==> src/rtl/exec_unit_scheduler.sv <==
// Purpose: sequences MDU/FPU ops (start pulse, stall until done, writeback strobe); SCHED_PERF_CNT_EN adds perf counters.
// Latency: start and stall in the issue cycle; wb_valid one cycle after the unit's done pulse.
// Backpressure: stall held through the whole wait; aborted by flush or after TIMEOUT_CYCLES wait cycles.
module exec_unit_scheduler #(
    parameter int TIMEOUT_CYCLES = 64,
    parameter int CNT_W          = 8
) (
    input  logic       clk,
    input  logic       rst,
    input  logic       issue_valid,
    input  logic       mul_en,
    input  logic       fpu_en,
    input  logic [4:0] rd_in,
    input  logic       flush,
    input  logic       mdu_done,
    input  logic       fpu_done,
    output logic       mdu_start,
    output logic       fpu_start,
    output logic       stall,
    output logic       wb_valid,
    output logic [1:0] wb_sel,
    output logic [4:0] wb_rd,
    output logic       timeout_err,
    output logic       conflict_err
`ifdef SCHED_PERF_CNT_EN
    ,
    output logic [31:0] stall_cycles,
    output logic [31:0] unit_ops,
    output logic [15:0] timeouts
`endif
);
    typedef enum logic [1:0] {IDLE, MDU_WAIT, FPU_WAIT, WB} state_t;

    localparam logic [1:0]       SEL_MDU  = 2'b01;
    localparam logic [1:0]       SEL_FPU  = 2'b10;
    localparam logic [CNT_W-1:0] CNT_LAST = CNT_W'(TIMEOUT_CYCLES - 1);

    state_t           state, state_nxt;
    logic [CNT_W-1:0] wait_cnt;
    logic [4:0]       rd_q;
    logic [4:0]       wb_rd_q;
    logic [1:0]       unit_q;
    logic             unit_done;

    always_comb begin
        state_nxt    = state;
        mdu_start    = 1'b0;
        fpu_start    = 1'b0;
        stall        = 1'b0;
        wb_valid     = 1'b0;
        wb_sel       = 2'b00;
        timeout_err  = 1'b0;
        conflict_err = 1'b0;
        unit_done    = (state == MDU_WAIT) ? mdu_done : fpu_done;
        case (state)
            IDLE: begin
                if (issue_valid && !flush) begin
                    if (fpu_en) begin
                        fpu_start    = 1'b1;
                        stall        = 1'b1;
                        conflict_err = mul_en;
                        state_nxt    = FPU_WAIT;
                    end else if (mul_en) begin
                        mdu_start = 1'b1;
                        stall     = 1'b1;
                        state_nxt = MDU_WAIT;
                    end
                end
            end
            MDU_WAIT, FPU_WAIT: begin
                stall = 1'b1;
                // flush beats done, done beats timeout
                if (flush) begin
                    state_nxt = IDLE;
                end else if (unit_done) begin
                    state_nxt = WB;
                end else if (wait_cnt == CNT_LAST) begin
                    timeout_err = 1'b1;
                    state_nxt   = IDLE;
                end
            end
            WB: begin
                wb_valid  = 1'b1;
                wb_sel    = unit_q;
                state_nxt = IDLE;
            end
            default: state_nxt = IDLE;
        endcase
        // outputs are quiet while reset is held, whatever the inputs say
        if (rst) begin
            state_nxt    = IDLE;
            mdu_start    = 1'b0;
            fpu_start    = 1'b0;
            stall        = 1'b0;
            wb_valid     = 1'b0;
            wb_sel       = 2'b00;
            timeout_err  = 1'b0;
            conflict_err = 1'b0;
        end
    end

    always_ff @(posedge clk) begin
        if (rst) begin
            state    <= IDLE;
            wait_cnt <= '0;
            rd_q     <= '0;
            unit_q   <= 2'b00;
            wb_rd_q  <= '0;
        end else begin
            state <= state_nxt;
            if (mdu_start || fpu_start) begin
                rd_q     <= rd_in;
                unit_q   <= fpu_start ? SEL_FPU : SEL_MDU;
                wait_cnt <= '0;
            end else if (state == MDU_WAIT || state == FPU_WAIT) begin
                wait_cnt <= wait_cnt + CNT_W'(1);
            end
            if (state_nxt == WB) begin
                wb_rd_q <= rd_q;
            end
        end
    end

    assign wb_rd = rst ? 5'd0 : wb_rd_q;

`ifdef SCHED_PERF_CNT_EN
    always_ff @(posedge clk) begin
        if (rst) begin
            stall_cycles <= '0;
            unit_ops     <= '0;
            timeouts     <= '0;
        end else begin
            if (stall)       stall_cycles <= stall_cycles + 32'd1;
            if (wb_valid)    unit_ops     <= unit_ops + 32'd1;
            if (timeout_err) timeouts     <= timeouts + 16'd1;
        end
    end
`endif

endmodule

==> config.mk <==
export PLATFORM = sky130hd
export DESIGN_NAME = exec_unit_scheduler
export DESIGN_NICKNAME = d
export VERILOG_FILES = /design/src/rtl/exec_unit_scheduler.sv
export SDC_FILE = /design/constraint.sdc
export NUM_CORES = 1
export LEC_CHECK = 0
export ABC_CLOCK_PERIOD_IN_PS = 4600
export CORE_MARGIN = 2
export CORE_UTILIZATION = 25
export CTS_CLUSTER_SIZE = 28
export DETAILED_ROUTE_END_ITERATION = 8
export PLACE_DENSITY = 0.49
export SYNTH_ARGS = -nofsm -noshare
export SYNTH_HDL_FRONTEND = slang
export SYNTH_SLANG_ARGS = --single-unit
==> constraint.sdc <==
create_clock -name clk -period 4.6 [get_ports clk]
set_input_delay 0.46 -clock clk [delete_from_list [all_inputs] [get_ports clk]]
set_output_delay 0.46 -clock clk [all_outputs]
set_load 0.02 [all_outputs]
==> impl_summary.txt, run 1 <==
----------------------------------------------------
[STA]
  Max-slew headroom ... 0.457
  Setup repair after global routing missed its margin ... false
  Fin crit period ... 3040 ps
  Achievable clock frequency ... around 0.33 GHz
  Slew at the pin with the worst max-slew slack ... 812 ps
  Count of endpoints failing hold in the final timing report ... 0
  Setup Skew ... ~6.7 ps
  Max-slew violation total from the final report ... 0
  Final worst-path cycle share ... 0.661
  TNS Setup ... 0 ps
  Final setup fails ... 0

[Logic synthesis]
  Area fraction in compound gates after synthesis ... 0.117
  Total of warnings raised by yosys ... 0
  Sequential-to-total area share from yosys stat ... 0.371
  Per-instance average area after synthesis ... just under 10 µm²
  Area share of and/or/nand/nor cells after synthesis ... 0.261
  Post-synthesis mux area share ... 0.107
  Cells after synthesis ... around 120
  Net count after synthesis ... 140
  Adder-Cell Fraction of Synth Area ... 0.0527
  Combined area of all synthesized cells ... 0.00119 mm²
  Number of flops mapped to enable cells by yosys ... 0
  Most used DFF post-synth ... sky130_fd_sc_hd__dfxtp_1
  Main combinational cell family by area after synthesis ... simple AND/OR/NAND/NOR gates
  Number of library cell types mapped by synthesis ... 33
  Post-Synth XOR/XNOR Area ... 0.0516
  Async set or reset register ratio after synthesis ... 0
  Flops & latches, synth ... 22

[Floorplan]
  Initial core utilization ... 0.255
  Core Region ... roughly 0.0047 mm²
  Height of the die ... 72.9 µm
  Number of cell rows ... 25
  I/O Pins ... 26
  Horizontal die dimension ... 72.9 µm
  Area of the die ... 0.00532 mm²

[Drt]
  Sum of routed wire length over all layers ... approximately 2.3 mm
  Detailed-routing iteration count for the pre-antenna-repair pass ... 2
  Avg WL per Cell ... approximately 12 µm
  Vias per std cell ... around 4.5
  Antenna viol nets, final ... 0
  Vias after detailed routing ... just under 900
  Residual DRC ... 0
  First-iteration detailed-routing DRC count ... 18

[Pwr]
  Leak ... 0.568 nW
  P per Cell Area ... about 390 mW/mm²
  Worst-case vdd ir drop ... 0.160 mV

[Setup path]
  Crit-path max FO ... 8
  Required @ worst endpoint ... just over 4000 ps
  Number of buffer and inverter stages on the critical path ... 2
  Slowest cell on the critical path ... sky130_fd_sc_hd__clkdlybuf4s50_1
  Largest stage delay on the critical path ... around 670 ps
  Kind of critical path ... reg2out
  Startpoint type of the worst setup path ... register
  Kind of end point of the critical path ... output pin
  Chain of cells forming the critical path ... inv_1 > ha_1 > or2b_1 > nor4_1 > clkdlybuf4s50_1
  Largest delay share family, worst path ... buffers and inverters
  CP arrival ... between 2000 and 3000 ps

[Clock network]
  Insertion delay to the later sink of the worst-skew pair ... ~260 ps
  Maximum level of the CTS H-tree ... 1
  Hold buffers post-CTS ... 0
  Clock Root Buffer ... sky130_fd_sc_hd__clkbuf_8
  Register clock-pin slew on the reported worst setup and hold paths ... around 80 ps
  Resized Gates After CTS ... 0
  CTS tree ... done
  Largest buffer count on any clock path ... 2
  Sinks on the clock net ... 22
  Postcts setup bufs ... 0
  CTS Buf Count ... 3

[Place]
  Port Buffers ... 25
  Weighted congestion reported at the end of routability-driven placement ... 0.734
  Instance area at placement ... around 0.0015 mm²
  Cell count after placement ... about 200
  HPWL reported at the end of detailed placement ... roughly 1.8 mm

[Cells and area]
  Non-filler cells, final ... 200
  NumNets Final ... between 150 and 200
  Fraction of final layout cells sized beyond drive strength 1 ... 0.123
  Post-route core utilization ... 0.331
  Final Cell Area ... 0.00154 mm²
  Area Overhead vs Synth ... 29.8%
  Ant. Diodes ... 0

[Global routing]
  Pin count of the biggest net entering global routing ... 25
  Total congestion overflow after global routing ... 0
  Initial antenna violation count ... 0
  Vias in the first global route ... roughly 850
  First-pass GRT wire length ... around 3.8 mm
  Gr usage total ... 0.0910

[Worst hold path]
  Hold Path Class ... reg2reg

[Flow run]
  Number of max-capacitance violations reported ... 0

[Run status]
  Status ... complete, no violations

----------------------------------------------------
[routing by layer]
layer,track usage,part of all wire
met1,0.119,0.49
met2,0.144,0.46
met3,0.0290,0.042
met4,0.0247,0.0091
met5,0,0
[cell type report]
class                      count  area [µm²]
fill                         465        3120
multi-input combinational     92         701
sequential                    22         440
timing repair buffer          25         250
tap                           54        67.6
clock buffer                   3        41.3
clock inverter                 1        30.0
inverter                       3        11.3
[flip-flops by register name (all words and copies together) (netlist names)]
signal	flops
rd_q	5
wb_rd_q	5
wait_cnt	8
unit_q	2
state	2
[placed cells by master, fill, tap and decap left out, drive strengths merged]
cell,n
and2,4
and4,1
ha,5
xor2,5
nor4,1
nor2,17
or2,2
a41oi,1
bufinv,1
nor2b,14
dfxtp,22
mux2,6
a21oi,2
nand3,2
and3b,1
a2111oi,1
a311oi,1
mux2i,6
inv,3
or2b,1
a221oi,1
clkdlybuf4s50,25
and3,2
a211oi,3
xnor2,2
nor3,3
nand4,3
nand2,6
clkbuf,3
a21o,1
a22oi,1
[synth_stat cells (all sizes together), types with 3 or more instances]
cell,number,area (µm²)
mux2i,6,60.1
nor3,3,15.0
nor2b,14,95.1
nand2,6,22.5
buf,3,27.5
inv,3,11.3
dfxtp,22,440
and2,4,26.3
nand4,3,18.8
a211oi,3,22.5
mux2,6,67.6
ha,5,62.6
xor2,5,43.8
nor2,17,63.8
[path summary, 6_finish.rpt]
kind	from	to	slack, ps	cells after the start
worst max-delay path	state[0]$_SDFF_PP0_	timeout_err	1560	5
worst min-delay path	rd_q[4]$_SDFFE_PP0P_	rd_q[4]$_SDFFE_PP0P_	500	2
worst max register to register	state[0]$_SDFF_PP0_	wb_rd_q[3]$_SDFFE_PP0N_	2280	6
worst min register to register	rd_q[4]$_SDFFE_PP0P_	rd_q[4]$_SDFFE_PP0P_	500	2
[report_power, final]
group          switching [W]  internal [W]
combinational       0.000108     0.0000884
clock              0.0000630      0.000116
sequential         0.0000172      0.000209
[metrics by stage]
step / setup slack [ps] / hold WS [ps] / total power [W]
floorplan: 2280 / 452 / 0.000389
global placement: 1670 / 465 / 0.000424
detailed placement: 1660 / 480 / 0.000426
CTS: 1560 / 502 / 0.000609
global route: 1390 / 527 / 0.000638
finish: 1560 / 496 / 0.000601
[worst reg2reg max path, delay by kind of cell, from the launching register on]
| kind | cells | cell delay, ps |
|---|---|---|
| and+or+nand+nor | 2 | 400 |
| DFF | 1 | 450 |
| adders and majority gates | 1 | 440 |
| AOI/OAI and AO/OA | 1 | 420 |
| buffers and inverters | 1 | 140 |
| muxes | 1 | 380 |
[cells by family (layout without fill, tap and decap cells)]
group | count (synthesis) | in the layout
compound gates | 11 | 11
flops | 22 | 22
simple gates | 57 | 57
xor+xnor | 7 | 7
mux | 12 | 12
buf+inv | 8 | 32
fa+ha+maj | 5 | 5
(Power assumes the default switching activity.)
==> run 2, diff against run 1 <==
Settings changed: ABC_CLOCK_PERIOD_IN_PS 4600 to 3000.
Clock period 4.6 ns to 3 ns, I/O delays scaled along.
==> run 2 against run 1 <==
Sequential cell count stayed put. Sequential power is 54% higher. Hold slack worse by 2.9 ps. Clock power is 3% higher. Global-route usage is 1.2 points higher. Clock skew is 0.76 ps higher. Final area is 1.1% lower. Final cell count stayed put. Worst setup slack worse by 1300 ps. Critical path depth is 2 higher. Wire length is 6.8% higher. Combinational power is 59% higher. Largest cell class unchanged.
==> impl_summary.txt, run 2 (synthesis gave the netlist of run 1 again) <==
----------------------------------------------------
[Clock network]
  CTS Buf Count ... 3 (unchanged)
  Hold buffers post-CTS ... 0 (unchanged)
  CTS tree ... done
  Insertion delay to the later sink of the worst-skew pair ... 260 ps (about the same)
  Clock Root Buffer ... sky130_fd_sc_hd__clkbuf_8
  Sinks on the clock net ... 22 (unchanged)
  Register clock-pin slew on the reported worst setup and hold paths ... 80 ps (about the same)
  Maximum level of the CTS H-tree ... 1 (unchanged)
  Largest buffer count on any clock path ... 2 (unchanged)

[Cells and area]
  Top library cells by usage in the layout, fill and taps aside ... 24 x sky130_fd_sc_hd__clkdlybuf4s50_1, 22 x sky130_fd_sc_hd__dfxtp_1, 17 x sky130_fd_sc_hd__nor2_1
  Register with the highest flop count ... wait_cnt
  Fill cell total of the finished layout ... 487 (+4.7%)
  Post-route core utilization ... 0.327 (-0.00376)
  Ant. Diodes ... 0 (unchanged)
  Area Overhead vs Synth ... 28.3%
  Commonest non-fill, non-tap cell in the layout ... sky130_fd_sc_hd__clkdlybuf4s50_1
  Non-filler cells, final ... 200 (unchanged)
  Max FFs per register ... 8 (unchanged)
  Top flop regs ... wait_cnt: 8 flops, rd_q: 5 flops, wb_rd_q: 5 flops
  Fraction of final layout cells sized beyond drive strength 1 ... 0.130 (+0.00685)
  NumNets Final ... 166 (+0.61%)

[STA]
  Count of endpoints failing hold in the final timing report ... 0 (unchanged)
  Fin crit period ... ~2800 ps
  Setup Skew ... 7.48 ps (+0.759 ps)
  TNS Setup ... 0 ps (unchanged)
  Setup repair after global routing missed its margin ... false
  Max-slew headroom ... 0.734 (+0.277)
  Slew at the pin with the worst max-slew slack ... 399 ps (-413 ps)
  Max-slew violation total from the final report ... 0 (unchanged)
  Final worst-path cycle share ... 0.923
  Achievable clock frequency ... approximately 0.36 GHz
  Final WS setup ... 232 ps (-1330 ps)
  Final setup fails ... 0 (unchanged)

[Worst hold path]
  Worst hold start ... rd_q[4]$_SDFFE_PP0P_
  Hold Path Class ... reg2reg
  Hold Crit Endpoint ... rd_q[4]$_SDFFE_PP0P_
  Worst hold path depth ... 2 (unchanged)

[Pwr]
  P per Cell Area ... 553 mW/mm² (+42%)
  Leak ... 0.576 nW (+1.5%)
  Worst-case vdd ir drop ... 0.310 mV (+93%)

[Place]
  Weighted congestion reported at the end of routability-driven placement ... 0.778 (+6.0%)
  HPWL reported at the end of detailed placement ... 1.86 mm (+5.9%)
  Cell count after placement ... 197 (+0.51%)
  Placement Setup Slack ... 458 ps (-1200 ps)
  Port Buffers ... 25 (unchanged)

[Setup path]
  Worst R2R Setup Slack ... 660 ps (-1620 ps)
  Kind of critical path ... reg2out
  Chain of cells forming the critical path ... inv_1 > ha_2 > and3b_1 > and2_2 > nor2_1 > nor3_1 > clkdlybuf4s50_1
  Largest stage delay on the critical path ... 620 ps (-50 ps)
  RR Endpoint ... wb_rd_q[4]$_SDFFE_PP0N_
  Crit-path max FO ... 7 (-1)
  CP arrival ... 2470 ps (-110 ps)
  Startpoint type of the worst setup path ... register
  Kind of end point of the critical path ... output pin
  Worst Reg-to-Reg Cells ... 6 (unchanged)
  Start point of the critical path ... state[1]$_SDFF_PP0_
  Largest delay share family, worst path ... buffers and inverters
  Slowest cell on the critical path ... sky130_fd_sc_hd__clkdlybuf4s50_1
  Required @ worst endpoint ... 2700 ps (-1440 ps)
  Number of buffer and inverter stages on the critical path ... 2 (unchanged)
  Reg2Reg Launch Point ... state[0]$_SDFF_PP0_

[Drt]
  Detailed-routing iteration count for the pre-antenna-repair pass ... 4 (+2)
  Antenna viol nets, final ... 0 (unchanged)
  Met3 Wirelength ... 121 µm (+25%)
  Met2 routed wirelength ... 1.17 mm (+11%)
  Highest signal layer in the routed design ... met4
  Sum of routed wire length over all layers ... 2.47 mm (+6.8%)
  Avg WL per Cell ... 12.4 µm (+6.8%)
  First-iteration detailed-routing DRC count ... 26 (+8)
  Vias per std cell ... 4.59 (+2.7%)
  Met1 Wirelength ... 1.16 mm (+2.0%)
  Residual DRC ... 0 (unchanged)
  Vias after detailed routing ... 918 (+2.7%)

[Run status]
  Status ... complete, no violations

[Floorplan]
  Height of the die ... 72.9 µm (unchanged)
  Core Region ... 0.00466 mm² (unchanged)
  Number of cell rows ... 25 (unchanged)
  I/O Pins ... 26 (unchanged)
  Horizontal die dimension ... 72.9 µm (unchanged)
  Area of the die ... 0.00532 mm² (unchanged)
  Initial core utilization ... 0.255 (unchanged)

[Global routing]
  Total congestion overflow after global routing ... 0 (unchanged)
  First-pass GRT wire length ... 4.38 mm (+15%)
  Vias in the first global route ... 997 (+17%)
  Pin count of the biggest net entering global routing ... 19 (-24%)
  Gr usage total ... 0.104 (+0.0125)
  Initial antenna violation count ... 0 (unchanged)

[Flow run]
  Number of max-capacitance violations reported ... 0 (unchanged)

----------------------------------------------------
==> run 2: timing repair <==
item / in CTS / in global routing
setup buffers: 0 / 0
setup endpoints to repair: 0 / 2
resized for setup: 0 / 2
==> run 2: through the flow <==
| stage | cell area [µm²] | hold WS (ps) | power [W] |
|---|---|---|---|
| floorplan | 1190 | 397 | 0.000597 |
| global placement | 1480 | 471 | 0.000654 |
| detailed placement | 1480 | 481 | 0.000659 |
| CTS | 1520 | 500 | 0.000847 |
| global route | 1520 | 542 | 0.000898 |
| finish | 1520 | 493 | 0.000843 |
==> run 2: report_power, final <==
group | internal (W) | switching (W)
Combinational | 0.000142 | 0.000169
Sequential | 0.000320 | 0.0000269
Clock | 0.0000896 | 0.0000946
Total | 0.000552 | 0.000291
==> run 2: worst max path at each step <==
stage          cells after the start          end  slack [ps]
2_1_floorplan                      5  timeout_err         840
3_3_place_gp                       5  timeout_err         450
3_5_place_dp                       5  timeout_err         460
4_1_cts                            5  timeout_err         150
5_1_grt                            7        stall          50
6_report                           7        stall         230
==> run 2: cell type report <==
cell class / count / area (µm²) / share of cell area
Clock buffer: 3 / 41.3 / 0.0271
Tap cell: 54 / 67.6 / 0.0443
Inverter: 3 / 11.3 / 0.00739
Sequential cell: 22 / 440 / 0.289
Timing Repair Buffer: 26 / 260 / 0.171
Multi-Input combinational cell: 92 / 703 / 0.461
==> run 2: metal layers <==
metal,global-route usage,vias to the layer above
li1,-,468
met1,0.126,430
met2,0.178,18
met3,0.0331,2
met4,0.0226,0
met5,0,-
==> run 2: tightest hold or removal path, delay by kind of cell, from the launching register on <==
kind	cells	cell delay [ps]
flops	1	330
simple gates	1	70
mux	1	60
